--- src/rtl/lag_measure_sequencer_if.sv ---
// Bundle between the lag measurement sequencer and its trigger,
// sensor and display neighbours.
interface lag_measure_sequencer_if #(
  parameter int AVG_LOG2 = 5
);
  logic                mode_change;
  logic                start_pulse;
  logic                sensor;
  logic                busy;
  logic [19:0]         last_us;
  logic [19:0]         min_us;
  logic [19:0]         max_us;
  logic [19:0]         avg_us;
  logic [AVG_LOG2-1:0] sample_count;
  logic                result_valid;
  logic                avg_valid;
  logic                timeout;

  modport master (
    output mode_change, start_pulse, sensor,
    input  busy, last_us, min_us, max_us, avg_us,
    input  sample_count, result_valid, avg_valid, timeout
  );

  modport slave (
    input  mode_change, start_pulse, sensor,
    output busy, last_us, min_us, max_us, avg_us,
    output sample_count, result_valid, avg_valid, timeout
  );
endinterface

--- src/rtl/lag_measure_sequencer.sv ---
// One lag measurement per flash: start arms a microsecond timer,
// the next sensor rising edge or a timeout ends it; keeps stats.
module lag_measure_sequencer #(
  parameter int CLOCK_DIVIDER = 27,
  parameter int MAX_US        = 999999,
  parameter int AVG_LOG2      = 5
) (
  input  logic clock,
  input  logic reset_n,
  lag_measure_sequencer_if.slave bus
);
  localparam int DW = (CLOCK_DIVIDER > 1) ?
                      $clog2(CLOCK_DIVIDER) : 1;
  localparam int AW = 20 + AVG_LOG2;
  localparam logic [DW-1:0] DIV_LAST = DW'(CLOCK_DIVIDER - 1);
  localparam logic [19:0]   MAXV     = 20'(MAX_US);

  typedef enum logic [1:0] {
    S_IDLE, S_MEASURE, S_DONE, S_TOUT
  } state_t;

  state_t              r_state;
  state_t              w_next;
  logic                r_sensor_d;
  logic [DW-1:0]       r_div;
  logic [19:0]         r_us;
  logic [19:0]         r_result;
  logic [AW-1:0]       r_acc;
  logic [AVG_LOG2-1:0] r_cnt;
  logic                r_busy;
  logic [19:0]         r_last;
  logic [19:0]         r_min;
  logic [19:0]         r_max;
  logic [19:0]         r_avg;
  logic                r_rv;
  logic                r_av;
  logic                r_tout;

  logic          w_edge;
  logic          w_tick;
  logic          w_expire;
  logic [AW-1:0] w_sum;

  assign w_edge   = bus.sensor & ~r_sensor_d;
  assign w_tick   = (r_div == DIV_LAST);
  assign w_expire = w_tick && (r_us == MAXV);
  assign w_sum    = r_acc + AW'(r_result);

  always_ff @(posedge clock) begin
    if (!reset_n) r_sensor_d <= 1'b0;
    else          r_sensor_d <= bus.sensor;
  end

  always_ff @(posedge clock) begin
    if (!reset_n || bus.mode_change) r_state <= S_IDLE;
    else                             r_state <= w_next;
  end

  // Edge beats restart, restart beats timeout.
  always_comb begin
    w_next = r_state;
    unique case (r_state)
      S_IDLE:
        if (bus.start_pulse) w_next = S_MEASURE;
      S_MEASURE:
        if (w_edge)                w_next = S_DONE;
        else if (bus.start_pulse)  w_next = S_MEASURE;
        else if (w_expire)         w_next = S_TOUT;
      S_DONE:  w_next = S_IDLE;
      S_TOUT:  w_next = S_IDLE;
      default: w_next = S_IDLE;
    endcase
  end

  always_ff @(posedge clock) begin
    if (!reset_n || bus.mode_change) begin
      r_div    <= '0;
      r_us     <= '0;
      r_result <= '0;
      r_acc    <= '0;
      r_cnt    <= '0;
      r_busy   <= 1'b0;
      r_last   <= MAXV;
      r_min    <= MAXV;
      r_max    <= '0;
      r_avg    <= MAXV;
      r_rv     <= 1'b0;
      r_av     <= 1'b0;
      r_tout   <= 1'b0;
    end else begin
      r_rv <= 1'b0;
      r_av <= 1'b0;
      unique case (r_state)
        S_IDLE: begin
          if (bus.start_pulse) begin
            r_div  <= '0;
            r_us   <= '0;
            r_busy <= 1'b1;
          end
        end
        S_MEASURE: begin
          if (w_edge) begin
            r_result <= r_us;
            r_busy   <= 1'b0;
          end else if (bus.start_pulse) begin
            r_div <= '0;
            r_us  <= '0;
          end else if (w_tick) begin
            r_div <= '0;
            r_us  <= r_us + 20'd1;
            if (w_expire) r_busy <= 1'b0;
          end else begin
            r_div <= r_div + DW'(1);
          end
        end
        S_DONE: begin
          r_last <= r_result;
          r_rv   <= 1'b1;
          r_tout <= 1'b0;
          if (r_result < r_min) r_min <= r_result;
          if (r_result > r_max) r_max <= r_result;
          // Window full: this sample completes the average.
          if (&r_cnt) begin
            r_avg <= w_sum[AW-1:AVG_LOG2];
            r_av  <= 1'b1;
            r_acc <= '0;
            r_cnt <= '0;
          end else begin
            r_acc <= w_sum;
            r_cnt <= r_cnt + AVG_LOG2'(1);
          end
        end
        S_TOUT: begin
          r_last <= MAXV;
          r_rv   <= 1'b1;
          r_tout <= 1'b1;
        end
        default: ;
      endcase
    end
  end

  assign bus.busy         = r_busy;
  assign bus.last_us      = r_last;
  assign bus.min_us       = r_min;
  assign bus.max_us       = r_max;
  assign bus.avg_us       = r_avg;
  assign bus.sample_count = r_cnt;
  assign bus.result_valid = r_rv;
  assign bus.avg_valid    = r_av;
  assign bus.timeout      = r_tout;
endmodule
--- src/flat_wrapper.sv ---
// flat-port wrapper written by rule: the top's interface ports become plain ports
module lag_measure_sequencer_flat 
#(
  parameter int CLOCK_DIVIDER = 27,
  parameter int MAX_US        = 999999,
  parameter int AVG_LOG2      = 5
)
  (clock, reset_n, bus_mode_change, bus_start_pulse, bus_sensor, bus_busy, bus_last_us, bus_min_us, bus_max_us, bus_avg_us, bus_sample_count, bus_result_valid, bus_avg_valid, bus_timeout);
  lag_measure_sequencer_if #(.AVG_LOG2(AVG_LOG2)) bus_i ();
  input  logic clock;
  input  logic reset_n;
  input wire logic [$bits(bus_i.mode_change)-1:0] bus_mode_change;
  input wire logic [$bits(bus_i.start_pulse)-1:0] bus_start_pulse;
  input wire logic [$bits(bus_i.sensor)-1:0] bus_sensor;
  output wire logic [$bits(bus_i.busy)-1:0] bus_busy;
  output wire logic [$bits(bus_i.last_us)-1:0] bus_last_us;
  output wire logic [$bits(bus_i.min_us)-1:0] bus_min_us;
  output wire logic [$bits(bus_i.max_us)-1:0] bus_max_us;
  output wire logic [$bits(bus_i.avg_us)-1:0] bus_avg_us;
  output wire logic [$bits(bus_i.sample_count)-1:0] bus_sample_count;
  output wire logic [$bits(bus_i.result_valid)-1:0] bus_result_valid;
  output wire logic [$bits(bus_i.avg_valid)-1:0] bus_avg_valid;
  output wire logic [$bits(bus_i.timeout)-1:0] bus_timeout;
  assign bus_i.mode_change = bus_mode_change;
  assign bus_i.start_pulse = bus_start_pulse;
  assign bus_i.sensor = bus_sensor;
  assign bus_busy = bus_i.busy;
  assign bus_last_us = bus_i.last_us;
  assign bus_min_us = bus_i.min_us;
  assign bus_max_us = bus_i.max_us;
  assign bus_avg_us = bus_i.avg_us;
  assign bus_sample_count = bus_i.sample_count;
  assign bus_result_valid = bus_i.result_valid;
  assign bus_avg_valid = bus_i.avg_valid;
  assign bus_timeout = bus_i.timeout;
  lag_measure_sequencer #(.CLOCK_DIVIDER(CLOCK_DIVIDER), .MAX_US(MAX_US), .AVG_LOG2(AVG_LOG2)) u_core (.clock(clock), .reset_n(reset_n), .bus(bus_i));
endmodule
--- config.mk ---
export PLATFORM = sky130hd
export DESIGN_NAME = lag_measure_sequencer_flat
export DESIGN_NICKNAME = d
export VERILOG_FILES = /design/src/rtl/lag_measure_sequencer_if.sv /design/src/rtl/lag_measure_sequencer.sv /design/src/flat_wrapper.sv
export SDC_FILE = /design/constraint.sdc
export NUM_CORES = 1
export LEC_CHECK = 0
export BUFFER_PORTS_ARGS = -buffer_cell sky130_fd_sc_hd__buf_2
export CAP_MARGIN = 20
export CORE_MARGIN = 8
export CORE_UTILIZATION = 25
export DETAILED_ROUTE_END_ITERATION = 12
export HOLD_SLACK_MARGIN = 0.06
export PLACE_DENSITY = 0.48
export SKIP_CTS_REPAIR_TIMING = 1
export SLEW_MARGIN = 10
export SYNTH_ARGS = -nofsm -noshare
export SYNTH_HDL_FRONTEND = slang
export SYNTH_SLANG_ARGS = --single-unit
export TNS_END_PERCENT = 30
--- constraint.sdc ---
create_clock -name clock -period 3.3 [get_ports clock]
set_input_delay 0.165 -clock clock [delete_from_list [all_inputs] [get_ports clock]]
set_output_delay 0.165 -clock clock [all_outputs]
set_load 0.1 [all_outputs]
==> results of run 1 <==
registers in the layout, indices dropped and copies added (netlist names), 20 cells and up:
| signal | cells |
|---|---|
| u_core.bus.avg_us | 20 |
| u_core.bus.last_us | 20 |
| u_core.bus.max_us | 20 |
| u_core.bus.min_us | 20 |
| u_core.r_acc | 25 |
| u_core.r_result | 20 |
| u_core.r_us | 20 |
power breakdown:
group	switching (W)	internal (W)	total, W
registers	0.00000453	0.00196	0.00196
clock network	0.000865	0.00122	0.00208
logic	0.0000968	0.0000309	0.000128
total	0.000966	0.00321	0.00417
through the flow:
stage,setup slack (ps),cell area [sq um],util [%],cells,power (W)
final,525,10100,30.2,1587,0.00417
after floorplan,388,8490,-,1042,0.00209
after detailed placement,530,9480,28.4,1552,0.00213
after CTS,478,10100,30.2,1584,0.00421
after global placement,616,9480,28.4,1552,0.00213
after global routing,267,10100,30.2,1587,0.00432
synth_stat cells, drive strengths merged (4+ instances only):
| cell type | instances | area [sq um] |
|---|---|---|
| nand2 | 170 | 638 |
| dfxtp | 162 | 3240 |
| a21oi | 89 | 449 |
| nor2 | 81 | 304 |
| ha | 64 | 801 |
| inv | 55 | 206 |
| o21ai | 53 | 265 |
| mux2i | 43 | 430 |
| nand3 | 33 | 165 |
| clkbuf | 31 | 116 |
| buf | 23 | 126 |
| nor3 | 22 | 115 |
| nand4 | 17 | 106 |
| nor2b | 15 | 93.8 |
| o22ai | 15 | 93.8 |
| xor2 | 14 | 123 |
| a21o | 11 | 82.6 |
| xnor2 | 11 | 96.3 |
| a31oi | 10 | 62.6 |
| o211ai | 10 | 75.1 |
| or3 | 10 | 62.6 |
| and3 | 9 | 56.3 |
| nand2b | 8 | 50.1 |
| and2 | 7 | 43.8 |
| a211oi | 6 | 50.1 |
| nor4 | 6 | 37.5 |
| a32o | 5 | 50.1 |
| o21a | 5 | 37.5 |
| a211o | 4 | 35.0 |
| a22o | 4 | 35.0 |
| and4 | 4 | 35.0 |
| o21bai | 4 | 30.0 |
worst min path at each step:
| stage | start | cells after the start | end |
|---|---|---|---|
| 2_1_floorplan | bus_sensor | 1 | u_core.r_sensor_d |
| 3_3_place_gp | bus_mode_change | 3 | u_core.bus.last_us[16] |
| 3_5_place_dp | bus_mode_change | 3 | u_core.bus.last_us[16] |
| 4_1_cts | bus_mode_change | 3 | u_core.bus.last_us[16] |
| 5_1_grt | reset_n | 3 | u_core.bus.last_us[16] |
| 6_report | reset_n | 3 | u_core.bus.last_us[16] |
cells in the final DEF, fill, tap and decap left out, drive strengths merged, types with 5 or more instances in the layout:
cell type / instances
dfxtp: 162
ha: 64
o21ai: 53
nand2b: 8
nand3: 33
o21a: 5
nor2b: 15
xnor2: 11
inv: 57
a21oi: 89
nand2: 170
a211oi: 6
xor2: 14
buf: 116
nand4: 17
mux2i: 43
a31oi: 10
o22ai: 15
and2: 7
nor2: 81
nor3: 22
or3: 10
a32o: 5
clkbuf: 20
o211ai: 10
a21o: 11
and3: 9
clkinv: 6
nor4: 6
routing by layer:
| metal | track usage (%) | part of all wire [%] |
|---|---|---|
| met1 | 18.7 | 50 |
| met5 | 0 | 0 |
| met4 | 3.36 | 1.2 |
| met3 | 2.00 | 2.1 |
| met2 | 22.6 | 47 |
area by class of cell:
| cell class | count | area, sq um | area share (%) |
|---|---|---|---|
| inverter | 55 | 206 | 2.04 |
| clock inverter | 12 | 156 | 1.55 |
| sequential | 162 | 3240 | 32.1 |
| tap | 448 | 561 | 5.54 |
| timing repair buffer | 119 | 681 | 6.73 |
| clock buffer | 20 | 447 | 4.42 |
| multi-input combinational | 771 | 4820 | 47.7 |
cell families after synthesis:
logic type      count (synthesis)  synth area share (%)
mux                            43                  5.07
fa+ha+maj                      65                  9.67
compound gates                243                  17.8
flops                         162                  38.2
xor+xnor                       25                  2.58
simple gates                  395                  21.4
buf+inv                       109                  5.29
worst register-to-register path: stages (launching register included):
cell and delay, ps:
dfxtp_1 440, ha_1 230, inv_1 60, fa_1 370
nand2b_1 190, a31oi_1 360, a31oi_1 190, a211oi_1 440
o21ai_0 150, a32o_1 240
==> metrics, run 1 <==
Slew Limit Fails=0; initial antenna violation count=0; first-pass detailed-route iteration total=5; mean area per synthesized cell=8.15 sq um; height of the chip=200 um; H-tree levels=4; critical path class=reg -> reg; min Tclk post-route=2780 ps; n_diodes=0; Root Driver=clkbuf_16; reg2reg start=u_core.r_result[0]; max cap viols=0; clock sinks=162; DP Wirelength=20,600 um; largest net degree at the start of global routing=65; vias in the first global route=7,431; Peak supply drop=332 uV; endpoints failing setup=0; Post-Syn Nets=1,112; Synth Register Bits=162; Area growth, synth to finish=19.2%; Inserted Clock Buffers=17; final hold slack=117 ps; clock latency on the worst-skew pair=420 ps; total grt overflow=0; Post-synth EDFFs=0; asr flop ratio synth=0%; fin nets=1,196; CP Launch Type=flip-flop; Mapped Area=0.00849 sq mm; Pwr per Cell Area=412 mW/mm^2; post-synthesis sequential area ratio=38.2%; Fill cells=3,597; GP Congestion=0.818; fin crit share=84.1%; die area=0.0401 sq mm; Cell Rows=67; routed wire length=27,600 um; Starting DRT DRC Count=496; TritonCTS clock tree=built; Critical Path Source=u_core.r_result[0]; Die Wd=200 um; Synth Warn #=0; max frequency=360 MHz; Slew @ Worst Pin=838 ps; via count=7,514; most used cell, CP=a31oi_1; drc violations=0; # port buffers=93; global-route wire length before repair=44,100 um; crit-path leading delay family=compound AO/OA/AOI/OAI gates; end point of the critical path=u_core.r_acc[18]; vias per cell=4.73; Initial Util=25.4%; I/O Pins=94; RSZ-0062 raised after global routing=no; Reg2Reg Setup Slack=520 ps; Critical R2R Capture=u_core.r_acc[18]; final worst clock skew=9.07 ps; worst path bufs/invs=1; R2R depth=9; Detail Route Antenna Nets=0; CP peak stage delay=440 ps; Fin Setup TNS=0 ps; Slew headroom=43.9%; share of cells above drive strength 1=13.8%; count of different cell masters after synthesis=64; CORE AREA=0.0334 sq mm; clock slew at reported path FFs=60 ps; Critical Path AT=3090 ps; GRT Util Overall=13.7%; CP required=3620 ps; prevailing post-synth register cell=dfxtp_1; WL per Instance=17.4 um; run status=finished clean; final hold vios=0; Crit. path cell count=9; Gate Count Post-Synth=1,042; critical path peak fanout=7; clk buf depth=2; worst hold-check path type=in -> reg; Pleak=3.94 nW; CP Capture Type=flip-flop; worst-path cell chain=ha_1, inv_1, fa_1, nand2b_1, a31oi_1, a31oi_1, a211oi_1, o21ai_0, a32o_1; slowest stage cell, crit path=dfxtp_1
Note: power is estimated with default switching activity, not from simulation.
==> run 2, diff against run 1 <==
- ABC_AREA: default -> 1
- clock period: 3.3 -> 2.8 ns (I/O delays scaled with it)
==> run 2 against run 1 <==
Compared with the run above: sequential power grew 19%; critical endpoint is now u_core.bus.max_us[5]; largest cell class unchanged; hold slack got worse by 46 ps; first-iteration DRC count decreased by 11%; critical path type unchanged.
==> metrics, run 2 <==
die area=0.0413 sq mm (was 0.0401 sq mm); largest register by flop count=u_core.r_acc (unchanged); share of cells above drive strength 1=13.0% (was 13.8%); Detail Route Antenna Nets=0 (unchanged); Post-Syn Nets=1,336 (was 1,112); Gate Count Post-Synth=1,266 (was 1,042); reg2reg start=u_core.r_result[11] (was u_core.r_result[0]); post-synthesis sequential area ratio=37.0% (was 38.2%); Seq pwr share=46.7% (was 47.1%); vias in the first global route=7,952 (was 7,431); R2R depth=11 (was 9); final hold slack=70.9 ps (was 117 ps); CP Launch Type=flip-flop (unchanged); Pleak=4.60 nW (was 3.94 nW); clock sinks=162 (unchanged); Final Power=0.00500 W (was 0.00417 W); Synth Warn #=0 (unchanged); Reg2Reg Setup Slack=560 ps (was 520 ps); most common cell after layout, fill and taps aside=nand2_1 (unchanged); RSZ-0062 raised after global routing=no (unchanged); I/O Pins=94 (unchanged); Post-synth EDFFs=0 (unchanged); Slew Limit Fails=0 (unchanged); DP Wirelength=22,500 um (was 20,600 um); endpoints failing setup=0 (unchanged); Pwr per Cell Area=480 mW/mm^2 (was 412 mW/mm^2); Slew @ Worst Pin=547 ps (was 838 ps); drc violations=0 (unchanged); CP Capture Type=flip-flop (unchanged); final hold vios=0 (unchanged); Peak supply drop=427 uV (was 332 uV); most frequent cells after synthesis=nand2_1 (310), inv_1 (165), dfxtp_1 (162) (was nand2_1 (170), dfxtp_1 (162), a21oi_1 (88)); Hold Crit Start=bus_mode_change (was reset_n); Inserted Clock Buffers=17 (unchanged); Slew headroom=63.8% (was 43.9%); H-tree levels=4 (unchanged); vias per cell=4.51 (was 4.73); run status=finished clean (unchanged); Die Wd=203 um (was 200 um); global-route wire length before repair=45,100 um (was 44,100 um); Mapped Area=0.00876 sq mm (was 0.00849 sq mm); Yosys top cell area share=37.0% (was 38.2%); Starting DRT DRC Count=442 (was 496); most frequent cells in the layout=nand2_1 (310), inv_1 (165), dfxtp_1 (162), nor2_1 (141), a21oi_1 (113) (was nand2_1 (170), dfxtp_1 (162), buf_2 (93), a21oi_1 (87), nor2_1 (81)); max frequency=447 MHz (was 360 MHz); mean area per synthesized cell=6.92 sq um (was 8.15 sq um); CP peak stage delay=450 ps (was 440 ps); asr flop ratio synth=0% (unchanged); Worst Slack Setup Final=561 ps (was 525 ps); Layout Utilization=30.2% (about the same); fin crit share=80.0% (was 84.1%); WL per Instance=15.8 um (was 17.4 um); critical path peak fanout=30 (was 7); first-pass detailed-route iteration total=5 (unchanged); Root Driver=clkbuf_16 (unchanged); via count=8,262 (was 7,514); worst hold-check path type=in -> reg (unchanged); worst-path cell chain=ha_1, nand2_1, nor2_1, nand4_1, nor2_1, nand2_1, nand3_1, buf_12, nand3_1, nand2_1, nor2_1 (was ha_1, inv_1, fa_1, nand2b_1, a31oi_1, a31oi_1, a211oi_1, o21ai_0, a32o_1); Clk pwr share=47.6% (was 49.9%); worst hold endpoint=u_core.bus.busy (was u_core.bus.last_us[16]); fin nets=1,436 (was 1,196); routed wire length=28,900 um (was 27,600 um); Initial Util=25.4% (about the same); Switching Power=0.00122 W (was 0.000966 W); CORE AREA=0.0345 sq mm (was 0.0334 sq mm); worst slack, placed=546 ps (was 530 ps); slowest stage cell, crit path=dfxtp_1 (unchanged); largest net degree at the start of global routing=31 (was 65); min Tclk post-route=2240 ps (was 2780 ps); clock latency on the worst-skew pair=440 ps (was 420 ps); GRT Util Overall=13.9% (was 13.7%); max cap viols=0 (unchanged); Critical Path AT=2560 ps (was 3090 ps); Logic pwr share=5.8% (was 3.1%); GP Congestion=0.913 (was 0.818); max reg flops=25 (unchanged); height of the chip=203 um (was 200 um); Fin Setup TNS=0 ps (unchanged); CP required=3120 ps (was 3620 ps); P_int=0.00379 W (was 0.00321 W); initial antenna violation count=0 (unchanged); final worst clock skew=12.8 ps (was 9.07 ps); critical path class=reg -> reg (unchanged); count of different cell masters after synthesis=44 (was 64); Critical R2R Capture=u_core.bus.max_us[5] (was u_core.r_acc[18]); Synth Register Bits=162 (unchanged); ranking of synthesized cells by area=dfxtp_1 (37%), nand2_1 (13%), ha_1 (9.1%) (was dfxtp_1 (38%), ha_1 (9.4%), nand2_1 (7.5%)); clk buf depth=2 (unchanged); total grt overflow=0 (unchanged); hold depth=4 (was 3); # port buffers=93 (unchanged); prevailing post-synth register cell=dfxtp_1 (unchanged); TritonCTS clock tree=built (unchanged); n_diodes=0 (unchanged); Sw Share=24.3% (was 23.1%); top-count cell post-synth=nand2_1 (unchanged); clock slew at reported path FFs=60 ps (about the same); Cell Rows=68 (was 67); Yosys top cell by area=dfxtp_1 (unchanged); Area growth, synth to finish=18.9% (was 19.2%)
## run 2: cell count changes after synthesis, sizes merged, moves of 10 or more
cell,before,now
a21o,11,0
o21ai,53,74
mux2i,43,0
clkbuf,31,19
a21oi,89,114
or3,10,0
inv,55,175
nor2,81,152
a31oi,10,0
nand3,33,76
nor2b,15,0
nand2,170,314
## run 2: routing by layer
metal | GRT usage, % | vias up | share of wire [%]
li1 | - | 4318 | -
met1 | 16.8 | 3733 | 45
met2 | 23.9 | 164 | 48
met3 | 2.98 | 47 | 4.1
met4 | 5.23 | 0 | 3.1
met5 | 0 | - | 0
## run 2: stage by stage
stage	cells	area, sq um
6_report	1832	10400
5_1_grt	1832	10400
4_1_cts	1830	10400
3_5_place_dp	1800	9820
3_3_place_gp	1800	9820
2_1_floorplan	1266	8760
## run 2: logic make-up (layout without fill, tap and decap cells)
logic type / Yosys count / count (layout) / share of synthesized area [%]
buffers and inverters: 212 / 323 / 9.57
adders and majority gates: 65 / 65 / 9.37
and+or+nand+nor: 589 / 589 / 28.8
xor gates and xnor gates: 11 / 11 / 1.10
DFF: 162 / 162 / 37.0
AOI/OAI and AO/OA: 227 / 227 / 14.2
## run 2: worst max path at each step
stage / start / endpoint
6_report: u_core.r_result[11] / u_core.bus.max_us[5]
3_3_place_gp: u_core.r_result[1] / u_core.bus.avg_us[11]
4_1_cts: u_core.r_result[11] / u_core.bus.max_us[7]
2_1_floorplan: u_core.bus.max_us[19] / u_core.bus.max_us[13]
3_5_place_dp: u_core.r_result[11] / u_core.bus.max_us[7]
5_1_grt: u_core.r_state[1] / u_core.bus.min_us[13]
## run 2: power groups by stage
stage          Clock (W)  Combinational [W]  Sequential, W
2_1_floorplan          0           0.000169        0.00241
3_3_place_gp           0           0.000287        0.00239
3_5_place_dp           0           0.000288        0.00239
4_1_cts          0.00245           0.000289        0.00233
5_1_grt          0.00254           0.000317        0.00233
6_report         0.00238           0.000288        0.00233
## run 2: cell type report
| cell class | count | area [sq um] |
|---|---|---|
| fillers | 3835 | 24100 |
| multi-input cells | 892 | 4690 |
| flip-flops and latches | 162 | 3240 |
| repair buffers | 118 | 683 |
| inverters | 175 | 657 |
| well taps | 455 | 569 |
| clock buffers | 20 | 437 |
| clock inverters | 10 | 138 |
## run 2: critical path, delay by kind of cell (launching register included)
family                     cells  cell delay (ps)
DFF                            1              450
buffers and inverters          1              210
and+or+nand+nor                9             1080
adders and majority gates      1              370
